==> src/rtl/fb_pkg.sv <==
// ----------------------------------------------------------------------------
// fb_pkg
// Shared definitions for the framebuffer drawing sequencer:
//   - fb_op_e    : command opcodes carried on the command bus
//   - fb_state_e : sequencer states (the top level maps them to plain
//                  localparam constants for its state register)
//   - FB_RES_X / FB_RES_Y : default framebuffer geometry
//   - FB_BLACK / FB_WHITE : colour helpers in 0b00RRGGBB format
// ----------------------------------------------------------------------------
package fb_pkg;

   localparam int FB_RES_X = 320;
   localparam int FB_RES_Y = 240;

   localparam logic [7:0] FB_BLACK = 8'h00;
   localparam logic [7:0] FB_WHITE = 8'h3F;

   typedef enum logic [1:0] {
      FB_NOP   = 2'd0,
      FB_CLEAR = 2'd1,
      FB_RECT  = 2'd2,
      FB_SWAP  = 2'd3
   } fb_op_e;

   typedef enum logic [2:0] {
      FB_ST_IDLE      = 3'd0,
      FB_ST_FILL      = 3'd1,
      FB_ST_SWAP_REQ  = 3'd2,
      FB_ST_SWAP_WAIT = 3'd3,
      FB_ST_FINISH    = 3'd4
   } fb_state_e;

endpackage

==> src/rtl/fb_draw_ctrl_if.sv <==
// ----------------------------------------------------------------------------
// fb_draw_ctrl_if
// Command bus into the drawing sequencer (valid/ready handshake).
//   cmd_valid  : command present (master -> slave)
//   cmd_ready  : sequencer accepts a command this cycle (slave -> master)
//   cmd_op     : opcode (NOP / CLEAR / RECT / SWAP)
//   cmd_x0/y0  : rectangle top-left corner, inclusive
//   cmd_x1/y1  : rectangle bottom-right corner, inclusive
//   cmd_color  : fill colour for CLEAR and RECT
// Modports: master drives commands, slave is the sequencer.
// ----------------------------------------------------------------------------
interface fb_draw_ctrl_if
   import fb_pkg::*;
#(
   parameter int X_BITS    = 9,
   parameter int Y_BITS    = 8,
   parameter int MEM_WIDTH = 8
);

   logic                 cmd_valid;
   logic                 cmd_ready;
   fb_op_e               cmd_op;
   logic [X_BITS-1:0]    cmd_x0;
   logic [Y_BITS-1:0]    cmd_y0;
   logic [X_BITS-1:0]    cmd_x1;
   logic [Y_BITS-1:0]    cmd_y1;
   logic [MEM_WIDTH-1:0] cmd_color;

   modport master (
      output cmd_valid, cmd_op, cmd_x0, cmd_y0, cmd_x1, cmd_y1, cmd_color,
      input  cmd_ready
   );

   modport slave (
      input  cmd_valid, cmd_op, cmd_x0, cmd_y0, cmd_x1, cmd_y1, cmd_color,
      output cmd_ready
   );

endinterface

==> src/rtl/fb_rect_walker.sv <==
// ----------------------------------------------------------------------------
// fb_rect_walker
// Raster scan counter for a rectangle fill. On start_i it captures the
// (already clipped) corners and points at (x0,y0); on each step_i it moves
// one pixel right, wrapping to x0 of the next row after x1.
//   clk, rst   : clock, synchronous active-high reset
//   start_i    : load a new rectangle
//   step_i     : advance to the next pixel
//   x0_i..y1_i : rectangle corners, inclusive
//   addr_o     : linear framebuffer address of the current pixel
//   last_o     : current pixel is (x1,y1)
// ----------------------------------------------------------------------------
module fb_rect_walker
   import fb_pkg::*;
#(
   parameter int RES_X      = FB_RES_X,
   parameter int X_BITS     = 9,
   parameter int Y_BITS     = 8,
   parameter int ADDR_WIDTH = 17
)(
   input  logic                  clk,
   input  logic                  rst,
   input  logic                  start_i,
   input  logic                  step_i,
   input  logic [X_BITS-1:0]     x0_i,
   input  logic [Y_BITS-1:0]     y0_i,
   input  logic [X_BITS-1:0]     x1_i,
   input  logic [Y_BITS-1:0]     y1_i,
   output logic [ADDR_WIDTH-1:0] addr_o,
   output logic                  last_o
);

   localparam logic [ADDR_WIDTH-1:0] ROW_STEP = ADDR_WIDTH'(RES_X);

   logic [X_BITS-1:0]     x0_q, x1_q, x_q;
   logic [Y_BITS-1:0]     y1_q, y_q;
   logic [ADDR_WIDTH-1:0] rowBase_q;

   // The row base is the only place a multiply appears: it is formed once
   // when a rectangle is loaded, and afterwards advanced by adding one row
   // width each time the scan wraps, so the address path stays an adder.
   always_ff @(posedge clk) begin
      if (rst) begin
         x0_q      <= '0;
         x1_q      <= '0;
         y1_q      <= '0;
         x_q       <= '0;
         y_q       <= '0;
         rowBase_q <= '0;
      end else if (start_i) begin
         x0_q      <= x0_i;
         x1_q      <= x1_i;
         y1_q      <= y1_i;
         x_q       <= x0_i;
         y_q       <= y0_i;
         rowBase_q <= ADDR_WIDTH'(y0_i) * ROW_STEP;
      end else if (step_i) begin
         if (x_q == x1_q) begin
            x_q       <= x0_q;
            y_q       <= y_q + 1'b1;
            rowBase_q <= rowBase_q + ROW_STEP;
         end else begin
            x_q <= x_q + 1'b1;
         end
      end
   end

   assign addr_o = rowBase_q + ADDR_WIDTH'(x_q);
   assign last_o = (x_q == x1_q) && (y_q == y1_q);

endmodule

==> src/rtl/fb_draw_ctrl.sv <==
// ----------------------------------------------------------------------------
// fb_draw_ctrl
// Command-driven drawing sequencer for a double-buffered framebuffer.
// Fills CLEAR/RECT regions of the back buffer one pixel per clock and
// requests buffer swaps synchronised to the frame start.
//   clk, rst  : clock, synchronous active-high reset
//   cmd       : command bus (slave side), see fb_draw_ctrl_if
//   mem_addr  : framebuffer write address
//   din       : framebuffer write data
//   wen       : framebuffer write enable
//   swap_buf  : one-cycle swap request to the framebuffer
//   v_sync    : active-low vsync from the framebuffer
//   busy      : a command is in progress
//   done      : one-cycle pulse when a command completes
// ----------------------------------------------------------------------------
module fb_draw_ctrl
   import fb_pkg::*;
#(
   parameter int RES_X      = FB_RES_X,
   parameter int RES_Y      = FB_RES_Y,
   parameter int MEM_WIDTH  = 8,
   parameter int ADDR_WIDTH = $clog2(RES_X*RES_Y),
   parameter int X_BITS     = $clog2(RES_X),
   parameter int Y_BITS     = $clog2(RES_Y)
)(
   input  logic                  clk,
   input  logic                  rst,
   fb_draw_ctrl_if.slave         cmd,
   output logic [ADDR_WIDTH-1:0] mem_addr,
   output logic [MEM_WIDTH-1:0]  din,
   output logic                  wen,
   output logic                  swap_buf,
   input  logic                  v_sync,
   output logic                  busy,
   output logic                  done
);

   localparam logic [2:0] IDLE      = FB_ST_IDLE;
   localparam logic [2:0] FILL      = FB_ST_FILL;
   localparam logic [2:0] SWAP_REQ  = FB_ST_SWAP_REQ;
   localparam logic [2:0] SWAP_WAIT = FB_ST_SWAP_WAIT;
   localparam logic [2:0] FINISH    = FB_ST_FINISH;

   localparam logic [X_BITS-1:0] X_MAX   = X_BITS'(RES_X - 1);
   localparam logic [Y_BITS-1:0] Y_MAX   = Y_BITS'(RES_Y - 1);
   localparam logic [X_BITS:0]   X_LIMIT = (X_BITS+1)'(RES_X);
   localparam logic [Y_BITS:0]   Y_LIMIT = (Y_BITS+1)'(RES_Y);

   logic [2:0]           state_q, state_d;
   logic [MEM_WIDTH-1:0] color_q, color_d;
   logic                 vsync_q;

   logic                 accept;
   logic [X_BITS-1:0]    x1Clip;
   logic [Y_BITS-1:0]    y1Clip;
   logic                 rectEmpty;
   logic                 walkStart;
   logic                 walkLast;
   logic [X_BITS-1:0]    startX0, startX1;
   logic [Y_BITS-1:0]    startY0, startY1;

   // Command decode and next-state logic. Operands are only looked at in
   // IDLE on the accepting cycle; everything needed later is captured into
   // the walker or color_q, so the master may change them afterwards.
   // A rectangle whose origin lies off-screen or whose clipped far corner
   // ends up left of / above the origin produces no writes at all.
   always_comb begin
      accept    = cmd.cmd_valid && (state_q == IDLE);
      x1Clip    = (cmd.cmd_x1 > X_MAX) ? X_MAX : cmd.cmd_x1;
      y1Clip    = (cmd.cmd_y1 > Y_MAX) ? Y_MAX : cmd.cmd_y1;
      rectEmpty = (cmd.cmd_x0 > x1Clip) || (cmd.cmd_y0 > y1Clip) ||
                  ({1'b0, cmd.cmd_x0} >= X_LIMIT) ||
                  ({1'b0, cmd.cmd_y0} >= Y_LIMIT);

      state_d   = state_q;
      color_d   = color_q;
      walkStart = 1'b0;
      startX0   = cmd.cmd_x0;
      startY0   = cmd.cmd_y0;
      startX1   = x1Clip;
      startY1   = y1Clip;

      case (state_q)
         IDLE: begin
            if (accept) begin
               case (cmd.cmd_op)
                  FB_NOP: state_d = FINISH;
                  FB_CLEAR: begin
                     startX0   = '0;
                     startY0   = '0;
                     startX1   = X_MAX;
                     startY1   = Y_MAX;
                     walkStart = 1'b1;
                     color_d   = cmd.cmd_color;
                     state_d   = FILL;
                  end
                  FB_RECT: begin
                     if (rectEmpty) begin
                        state_d = FINISH;
                     end else begin
                        walkStart = 1'b1;
                        color_d   = cmd.cmd_color;
                        state_d   = FILL;
                     end
                  end
                  FB_SWAP: state_d = SWAP_REQ;
                  default: state_d = FINISH;
               endcase
            end
         end
         FILL: begin
            if (walkLast) state_d = FINISH;
         end
         // The request is only issued while vsync is inactive, so it can
         // never coincide with the frame-start window and lose a frame.
         SWAP_REQ: begin
            if (v_sync) state_d = SWAP_WAIT;
         end
         SWAP_WAIT: begin
            if (vsync_q && !v_sync) state_d = FINISH;
         end
         FINISH:  state_d = IDLE;
         default: state_d = IDLE;
      endcase
   end

   // State, captured colour and the vsync history used for edge detection.
   // vsync_q resets to the inactive level so a stale low never looks like
   // a falling edge.
   always_ff @(posedge clk) begin
      if (rst) begin
         state_q <= IDLE;
         color_q <= '0;
         vsync_q <= 1'b1;
      end else begin
         state_q <= state_d;
         color_q <= color_d;
         vsync_q <= v_sync;
      end
   end

   fb_rect_walker #(
      .RES_X      (RES_X),
      .X_BITS     (X_BITS),
      .Y_BITS     (Y_BITS),
      .ADDR_WIDTH (ADDR_WIDTH)
   ) u_walker (
      .clk     (clk),
      .rst     (rst),
      .start_i (walkStart),
      .step_i  (wen),
      .x0_i    (startX0),
      .y0_i    (startY0),
      .x1_i    (startX1),
      .y1_i    (startY1),
      .addr_o  (mem_addr),
      .last_o  (walkLast)
   );

   assign cmd.cmd_ready = (state_q == IDLE);
   assign wen           = (state_q == FILL);
   assign din           = color_q;
   assign swap_buf      = (state_q == SWAP_REQ) && v_sync;
   assign busy          = (state_q != IDLE);
   assign done          = (state_q == FINISH);

endmodule

==> src/flat_wrapper.sv <==
// flat-port wrapper written by rule: the top's interface ports become plain ports
module fb_draw_ctrl_flat import fb_pkg::*;
#(
   parameter int RES_X      = FB_RES_X,
   parameter int RES_Y      = FB_RES_Y,
   parameter int MEM_WIDTH  = 8,
   parameter int ADDR_WIDTH = $clog2(RES_X*RES_Y),
   parameter int X_BITS     = $clog2(RES_X),
   parameter int Y_BITS     = $clog2(RES_Y)
)
  (clk, rst, mem_addr, din, wen, swap_buf, v_sync, busy, done, cmd_cmd_valid, cmd_cmd_op, cmd_cmd_x0, cmd_cmd_y0, cmd_cmd_x1, cmd_cmd_y1, cmd_cmd_color, cmd_cmd_ready);
  fb_draw_ctrl_if #(.X_BITS(X_BITS), .Y_BITS(Y_BITS), .MEM_WIDTH(MEM_WIDTH)) cmd_i ();
  input  logic clk;
  input  logic rst;
  output logic [ADDR_WIDTH-1:0] mem_addr;
  output logic [MEM_WIDTH-1:0] din;
  output logic wen;
  output logic swap_buf;
  input  logic v_sync;
  output logic busy;
  output logic done;
  input wire logic [$bits(cmd_i.cmd_valid)-1:0] cmd_cmd_valid;
  input wire logic [$bits(cmd_i.cmd_op)-1:0] cmd_cmd_op;
  input wire logic [$bits(cmd_i.cmd_x0)-1:0] cmd_cmd_x0;
  input wire logic [$bits(cmd_i.cmd_y0)-1:0] cmd_cmd_y0;
  input wire logic [$bits(cmd_i.cmd_x1)-1:0] cmd_cmd_x1;
  input wire logic [$bits(cmd_i.cmd_y1)-1:0] cmd_cmd_y1;
  input wire logic [$bits(cmd_i.cmd_color)-1:0] cmd_cmd_color;
  output wire logic [$bits(cmd_i.cmd_ready)-1:0] cmd_cmd_ready;
  assign cmd_i.cmd_valid = cmd_cmd_valid;
  assign cmd_i.cmd_op = cmd_cmd_op;
  assign cmd_i.cmd_x0 = cmd_cmd_x0;
  assign cmd_i.cmd_y0 = cmd_cmd_y0;
  assign cmd_i.cmd_x1 = cmd_cmd_x1;
  assign cmd_i.cmd_y1 = cmd_cmd_y1;
  assign cmd_i.cmd_color = cmd_cmd_color;
  assign cmd_cmd_ready = cmd_i.cmd_ready;
  fb_draw_ctrl #(.RES_X(RES_X), .RES_Y(RES_Y), .MEM_WIDTH(MEM_WIDTH), .ADDR_WIDTH(ADDR_WIDTH), .X_BITS(X_BITS), .Y_BITS(Y_BITS)) u_core (.clk(clk), .rst(rst), .cmd(cmd_i), .mem_addr(mem_addr), .din(din), .wen(wen), .swap_buf(swap_buf), .v_sync(v_sync), .busy(busy), .done(done));
endmodule
==> config.mk <==
export PLATFORM = sky130hd
export DESIGN_NAME = fb_draw_ctrl_flat
export DESIGN_NICKNAME = d
export VERILOG_FILES = /design/src/rtl/fb_pkg.sv /design/src/rtl/fb_draw_ctrl_if.sv /design/src/rtl/fb_rect_walker.sv /design/src/rtl/fb_draw_ctrl.sv /design/src/flat_wrapper.sv
export SDC_FILE = /design/constraint.sdc
export NUM_CORES = 1
export LEC_CHECK = 0
export CAP_MARGIN = 20
export CORE_MARGIN = 2
export CORE_UTILIZATION = 51
export CTS_CLUSTER_DIAMETER = 60
export CTS_CLUSTER_SIZE = 16
export DETAILED_ROUTE_END_ITERATION = 8
export HOLD_SLACK_MARGIN = 0.15
export PLACE_DENSITY = 0.77
export SYNTH_ARGS = -nofsm -noshare
export SYNTH_HDL_FRONTEND = slang
export SYNTH_HIERARCHICAL = 1
export SYNTH_SLANG_ARGS = --single-unit
export TNS_END_PERCENT = 1
==> constraint.sdc <==
create_clock -name clk -period 4.6 [get_ports clk]
set_clock_uncertainty 0.1 [all_clocks]
set_input_delay 0.46 -clock clk [delete_from_list [all_inputs] [get_ports clk]]
set_output_delay 0.46 -clock clk [all_outputs]
set_load 0.01 [all_outputs]
==> results of run 1 <==
sequential cells by signal, indices dropped and copies added (netlist names):
name,cells
u_core/din,8
u_core/state_q,3
u_core/u_walker/rowBase_q,11
u_core/u_walker/x0_q,9
u_core/u_walker/x1_q,9
u_core/u_walker/x_q,9
u_core/u_walker/y1_q,8
u_core/u_walker/y_q,8
u_core/vsync_q,1
per-layer routing:
layer	routed length, um	global-route usage [%]
met1	5328	33.20
met2	5366	39.03
met3	686	3.901
met4	241	8.325
met5	0	0
worst min path at each step:
stage               slack, ps                              endpoint  cells past startpoint                                 start
floorplan                 340  u_core/u_walker/x0_q[8]$_SDFFE_PP0P_                      2  u_core/u_walker/x0_q[8]$_SDFFE_PP0P_
global placement          350  u_core/u_walker/x0_q[8]$_SDFFE_PP0P_                      2  u_core/u_walker/x0_q[8]$_SDFFE_PP0P_
finish                    370  u_core/u_walker/x0_q[8]$_SDFFE_PP0P_                      2  u_core/u_walker/x0_q[8]$_SDFFE_PP0P_
detailed placement        360  u_core/u_walker/x0_q[3]$_SDFFE_PP0P_                      2  u_core/u_walker/x0_q[3]$_SDFFE_PP0P_
global route              400  u_core/u_walker/x0_q[1]$_SDFFE_PP0P_                      2  u_core/u_walker/x0_q[1]$_SDFFE_PP0P_
CTS                       370  u_core/u_walker/x0_q[8]$_SDFFE_PP0P_                      2  u_core/u_walker/x0_q[8]$_SDFFE_PP0P_
final cells by class:
cell class	count	area (sq um)	area share, %
multi-input cells	437	3037	53.99
well taps	108	135.1	2.403
repair buffers	82	803.3	14.28
clock inverters	4	72.57	1.290
clock buffers	12	165.2	2.937
flip-flops and latches	66	1321	23.49
inverters	24	90.09	1.602
where the power goes:
| group | internal, uW | switching (uW) |
|---|---|---|
| logic | 330 | 371 |
| registers | 624 | 76.1 |
| clock network | 349 | 230 |
| total | 1300 | 677 |
kinds of logic (layout without fill, tap and decap cells):
family                   after synthesis  after routing  synth area share [%]
AND/OR/NAND/NOR                      220            220                 24.18
flip-flops                            66             66                 28.72
buffers and inverters                 56            122                 5.439
XOR/XNOR                              43             43                 8.186
multiplexers                          32             32                 6.989
adder cells (fa/ha/maj)               41             41                 11.48
AO/OA/AOI/OAI                        101            101                 15.01
stage by stage:
stage	utilization, %	total power [uW]
floorplan	-	1170
global placement	61.76	1379
detailed placement	61.76	1400
CTS	64.49	1978
global route	64.49	2097
finish	64.49	1980
critical path, delay by kind of cell:
kind                     cells  cell delay, ps
AO/OA/AOI/OAI                4             600
adder cells (fa/ha/maj)      1             340
buffers and inverters        4             890
AND/OR/NAND/NOR              7            1810
cell usage in the layout, fill, tap and decap left out, types with 6 or more instances in the layout:
| master | n |
|---|---|
| nand4_1 | 12 |
| ha_1 | 39 |
| clkdlybuf4s50_1 | 76 |
| xnor2_1 | 31 |
| nor3_1 | 14 |
| o21ai_0 | 13 |
| a21oi_1 | 26 |
| or3_1 | 6 |
| mux2i_1 | 31 |
| nand2_1 | 52 |
| a211oi_1 | 11 |
| clkbuf_8 | 12 |
| inv_1 | 23 |
| and3_1 | 6 |
| nand2b_1 | 20 |
| o22ai_1 | 6 |
| nand3_1 | 7 |
| dfxtp_1 | 66 |
| a21o_1 | 9 |
| xor2_1 | 12 |
| nor2_1 | 64 |
| nor2b_1 | 18 |
==> impl_metrics.py, run 1 <==
metrics = {
    "yosys": {
        "synth-edff-count": 0,
        "synth-seq-cells": 66,
        "synth_commonest_cells": "dfxtp_1, nor2_1, nand2_1",
        "syn_inst": 559,
        "async_reset_ff_share_pct": 0,
        "yosysTopAreaCell": "dfxtp_1",
        "yosysTopAreaCellShare_pct": 28.72,
        "syn_avg_cell_area_sq_um": 8.230,
        "ys.flop_type": "dfxtp_1",
        "synthTopCellsByArea": "dfxtp_1, ha_1, mux2i_1, xnor2_1, nor2_1",
        "synth_seq_area_share_pct": 28.72,
        "netlist_area_sq_um": 4601,
        "synth.net_count": 648,
        "synth_most_common_cell": "dfxtp_1",
        "synth_cell_types": 57,
        "ys.warnings.count": 6,
    },
    "timing": {
        "finalHoldViolCount": 0,
        "postLayoutSetupSlackWorst_ps": 650.9,
        "fin_crit_sh_pct": 85.85,
        "fmax_mhz": 253.2,
        "rsz0062_at_grt": "false",
        "drv_slew": 0,
        "min_period_ps": 3949,
        "whs_ps": 373.8,
        "setup_viol": 0,
        "worst_pin_slew_ps": 992.0,
        "tns_ps": 0,
        "max-slew-margin-rel_pct": 33.36,
    },
    "floorplan": {
        "die_h_um": 98.98,
        "die_width_um": 98.98,
        "initial_core_util_pct": 52.75,
        "die_area_sq_um": 9797,
        "design.portCount": 78,
        "core_sq_um": 8721,
        "num_rows": 34,
    },
    "worst_setup_path": {
        "r2r-start": "u_core/state_q[0]$_SDFFE_PP0P_",
        "crit_end": "u_core/u_walker/rowBase_q[16]$_SDFFE_PP0P_",
        "worst_path_largest_cell_delay_ps": 450,
        "reg2reg_slack_ps": 1310,
        "crit_slowest_cell": "clkdlybuf4s50_1",
        "critPathKind": "primary input to flip-flop",
        "crit_start": "cmd_cmd_x1[8]",
        "start_kind": "primary input",
        "crit_fanout": 34,
        "path_cells": "clkdlybuf4s50_1 -> inv_1 -> nor2_1 -> nor2_1 -> ha_1 -> nand4_1 -> or3_1 -> o211a_2 -> nor4_4 -> a21oi_1 -> nor2_4 -> clkinv_1 -> buf_4 -> nor2_1 -> o211ai_1 -> o22ai_1",
        "critical_path.most_common_cell": "nor2_1",
        "worstPathArrival_ps": 4120,
        "cp.required_ps": 4770,
        "r2r_cells": 14,
        "end_kind": "flip-flop",
        "r2r-end": "u_core/u_walker/rowBase_q[15]$_SDFFE_PP0P_",
    },
    "drt": {
        "num_vias": 4149,
        "routed_via_density": 5.660,
        "drt-initial-drc-count": 259,
        "routedWlPerCell_um": 15.86,
        "drcViolationCount": 0,
        "drt_pass1_iterations": 5,
        "ant_nets": 0,
        "wirelength_um": 11620,
    },
    "clocking": {
        "holdBufCountCts": 0,
        "cts_setup_buffers": 0,
        "cts_tree": "yes",
        "h-tree-depth": 3,
        "clock_latency_ps": 350,
        "cts-resized-gates": 0,
        "clk_pin_slew_worst_paths_ps": 70,
        "cts_root_buffer": "clkbuf_8",
        "clockBufferDepth": 2,
        "cts_buffers": 9,
        "cts.sinks": 66,
    },
    "place": {
        "place_area_sq_um": 5386,
        "hpwl_um": 8836,
        "dp_slack_ps": 357.8,
        "port-buffer-count": 77,
        "place_inst": 717,
        "gp_congestion": 0.8895,
    },
    "global_routing": {
        "gr-total-overflow": 0,
        "grt_util_all_layers_pct": 24.29,
        "grt_antenna_before_repair": 0,
        "grt_pass1_wl_um": 19530,
        "grt_pass1_vias": 4129,
        "grt_max_degree": 55,
    },
    "finish": {
        "finalNonFillerCells": 733,
        "final_nets": 709,
        "n_fill_cell": 739,
        "diodes": 0,
        "areaGrowthSynthToFinish_pct": 22.25,
        "final_cell_area_sq_um": 5624,
        "layout-drive-gt1-share_pct": 6.080,
    },
    "pwr": {
        "leakagePower_uw": 0.002272,
        "power.density_nw_per_um2": 352.1,
        "ir_worst_vdd_v": 0.0002234,
    },
    "status": {
        "status": "completed",
    },
    "hold_path": {
        "hold_path_class": "flip-flop to flip-flop",
    },
    "job": {
        "drv_cap": 0,
    },
}
(Power assumes the default switching activity.)
==> inputs of run 2 (changes only) <==
- CTS_CLUSTER_DIAMETER: 60 -> default
==> results of run 2 <==
No change in the layout: final DEF, timing and power equal those of run 1.
==> inputs of run 3 (changes only) <==
- CORE_UTILIZATION: 51 -> 49
- PLACE_DENSITY: 0.77 -> 0.78
- RECOVER_POWER: default -> 100
- clock period: 4.6 -> 3.3 ns (I/O delays scaled with it)
==> run 3 against run 2 <==
  * Total power is 38% higher
  * Sequential cell count did not move
  * Die area is 3.9% higher
  * Final cell count grew 7.5%
  * Combinational power grew 57%
  * Worst setup slack got worse by 540 ps
  * Core utilization increased by 1.3 points
  * Critical path depth up 1
  * Global-route usage grew 1.1 points
  * Count of clock-buffer cells in the layout unchanged
  * Wire length increased by 7.5%
  * First-iteration DRC count shrank 18%
==> impl_metrics.py, run 3 (synthesis results as in run 1) <==
metrics = {
    "drt": {
        "routedWlPerCell_um": 15.85,
        "wirelength_um": 12490,
        "wl_met1_um": 5368,
        "drcViolationCount": 0,
        "wl_met2_um": 6179,
        "num_vias": 4491,
        "ant_nets": 0,
        "wl_met3_um": 705,
        "drt-initial-drc-count": 212,
        "maxUsedRoutingLayer": "met4",
        "routed_via_density": 5.699,
        "drt_pass1_iterations": 5,
    },
    "place": {
        "gp_congestion": 0.9303,
        "dp_slack_ps": -512.0,
        "port-buffer-count": 77,
        "place_inst": 773,
        "hpwl_um": 9517,
    },
    "finish": {
        "finalNonFillerCells": 788,
        "final_cell_mix": "dfxtp_1, nor2_1, buf_4, clkdlybuf4s50_1, nand2_1",
        "diodes": 0,
        "areaGrowthSynthToFinish_pct": 30.92,
        "n_fill_cell": 732,
        "final_nets": 762,
        "fin_util_pct": 65.81,
        "multiInputGateArea_sq_um": 3065,
        "final_common_cell": "dfxtp_1",
        "regArea_sq_um": 1321,
        "layout-drive-gt1-share_pct": 14.18,
        "max_flop_register": "u_core/u_walker/rowBase_q",
        "largest_reg_flops": 11,
    },
    "pwr": {
        "ir_worst_vdd_v": 0.0002864,
        "leakagePower_uw": 0.002586,
        "power.density_nw_per_um2": 453.6,
    },
    "timing": {
        "min_period_ps": 3189,
        "whs_ps": 366.9,
        "postLayoutSetupSlackWorst_ps": 111.4,
        "worst_pin_slew_ps": 574.0,
        "finalHoldViolCount": 0,
        "fin_crit_sh_pct": 96.62,
        "drv_slew": 0,
        "setup_viol": 0,
        "fmax_mhz": 313.6,
        "rsz0062_at_grt": "true",
        "tns_ps": 0,
        "max-slew-margin-rel_pct": 61.73,
    },
    "worst_setup_path": {
        "worst-path-buf-inv": 4,
        "crit_slowest_cell": "clkdlybuf4s50_1",
        "reg2reg_slack_ps": 270,
        "r2r-end": "u_core/u_walker/rowBase_q[14]$_SDFFE_PP0P_",
        "worst_path_largest_cell_delay_ps": 410,
        "critPathKind": "primary input to flip-flop",
        "critical_path.most_common_cell": "buf_4",
        "path_cells": "clkdlybuf4s50_1 -> nand2_1 -> nor3_2 -> buf_4 -> or2_2 -> ha_1 -> nand4_1 -> nor2_2 -> a211oi_1 -> buf_4 -> nor4_4 -> a21oi_2 -> nor2_4 -> inv_2 -> and3_1 -> a211oi_2 -> o22ai_1",
        "cp.required_ps": 3420,
        "r2r_cells": 12,
        "end_kind": "flip-flop",
        "worstPathArrival_ps": 3310,
        "start_kind": "primary input",
        "crit_fanout": 6,
        "r2r-start": "u_core/state_q[2]$_SDFFE_PP0P_",
        "critPathTopFamily": "simple AND/OR/NAND/NOR gates",
    },
    "clocking": {
        "cts.sinks": 66,
        "clock_latency_ps": 340,
        "h-tree-depth": 3,
        "cts_buffers": 9,
        "clk_pin_slew_worst_paths_ps": 70,
        "clockBufferDepth": 2,
        "cts_root_buffer": "clkbuf_8",
        "cts_tree": "yes",
    },
    "floorplan": {
        "design.portCount": 78,
        "die_area_sq_um": 10180,
        "initial_core_util_pct": 50.27,
        "die_width_um": 100.9,
        "num_rows": 35,
        "die_h_um": 100.9,
        "core_sq_um": 9153,
    },
    "hold_path": {
        "worstHoldStart": "u_core/u_walker/x0_q[8]$_SDFFE_PP0P_",
        "holdPathStages": 2,
        "hold_path_class": "flip-flop to flip-flop",
        "min_to": "u_core/u_walker/x0_q[8]$_SDFFE_PP0P_",
    },
    "global_routing": {
        "grt_pass1_wl_um": 20640,
        "gr-total-overflow": 0,
        "grt_util_all_layers_pct": 25.38,
        "grt_max_degree": 36,
        "grt_antenna_before_repair": 0,
        "grt_pass1_vias": 4402,
    },
    "job": {
        "drv_cap": 0,
    },
    "status": {
        "status": "completed",
    },
}
## run 3: cell types whose count changed in the layout (fill, tap and decap cells not counted), sizes merged
cell	delta
buf	+52
bufinv	-1
clkbuf	+1
clkdlybuf4s50	-23
clkinvlp	-1
dlygate4sd3	+23
inv	+1
## run 3: area by class of cell
| type | count | area share [%] |
|---|---|---|
| multi-input combinational | 437 | 50.89 |
| clock inverter | 3 | 0.6647 |
| clock buffer | 12 | 2.410 |
| timing repair buffer | 135 | 20.29 |
| sequential | 66 | 21.94 |
| tap | 111 | 2.306 |
| inverter | 24 | 1.496 |
## run 3: routing by layer
layer | GRT usage, % | vias up
met2 | 44.46 | 188
met1 | 30.93 | 2079
li1 | - | 2195
met4 | 8.732 | 0
met5 | 0 | -
met3 | 5.132 | 29
## run 3: where the power goes
group	switching, uW	internal (uW)
combinational	573	529
clock	303	364
sequential	93.4	869
total	969	1760
## run 3: what timing repair did
action	in CTS	in global routing
pin swaps	0	1
hold endpoints to repair	0	0
hold buffers	0	0
endpoints found under the setup margin	38	53
setup buffers	0	0
resized for setup	4	10
## run 3: worst max path at each step
| stage | start | end | slack (ps) | depth (start not counted) |
|---|---|---|---|---|
| floorplan | cmd_cmd_x1[8] | u_core/u_walker/x1_q[8]$_SDFFE_PP0P_ | -130 | 14 |
| global placement | cmd_cmd_x1[7] | u_core/u_walker/x_q[4]$_SDFFE_PP0P_ | -320 | 15 |
| detailed placement | cmd_cmd_x1[7] | u_core/u_walker/x_q[4]$_SDFFE_PP0P_ | -510 | 15 |
| CTS | cmd_cmd_x1[7] | u_core/u_walker/x_q[4]$_SDFFE_PP0P_ | 3 | 15 |
| global route | cmd_cmd_y1[6] | u_core/u_walker/x_q[4]$_SDFFE_PP0P_ | -40 | 17 |
| finish | cmd_cmd_y1[5] | u_core/u_walker/x_q[4]$_SDFFE_PP0P_ | 110 | 17 |
## run 3: metrics by stage
step / total power, uW / cell area [sq um]
after floorplan: 1631 / 4602
after global placement: 2028 / 5801
after detailed placement: 2070 / 5801
after CTS: 2742 / 6002
after global routing: 2882 / 6023
final: 2732 / 6023
## run 3: worst min-delay path: stages, from the launching register on
cell     delay, ps
dfxtp_1        310
nand2_1         60
a21oi_1         50
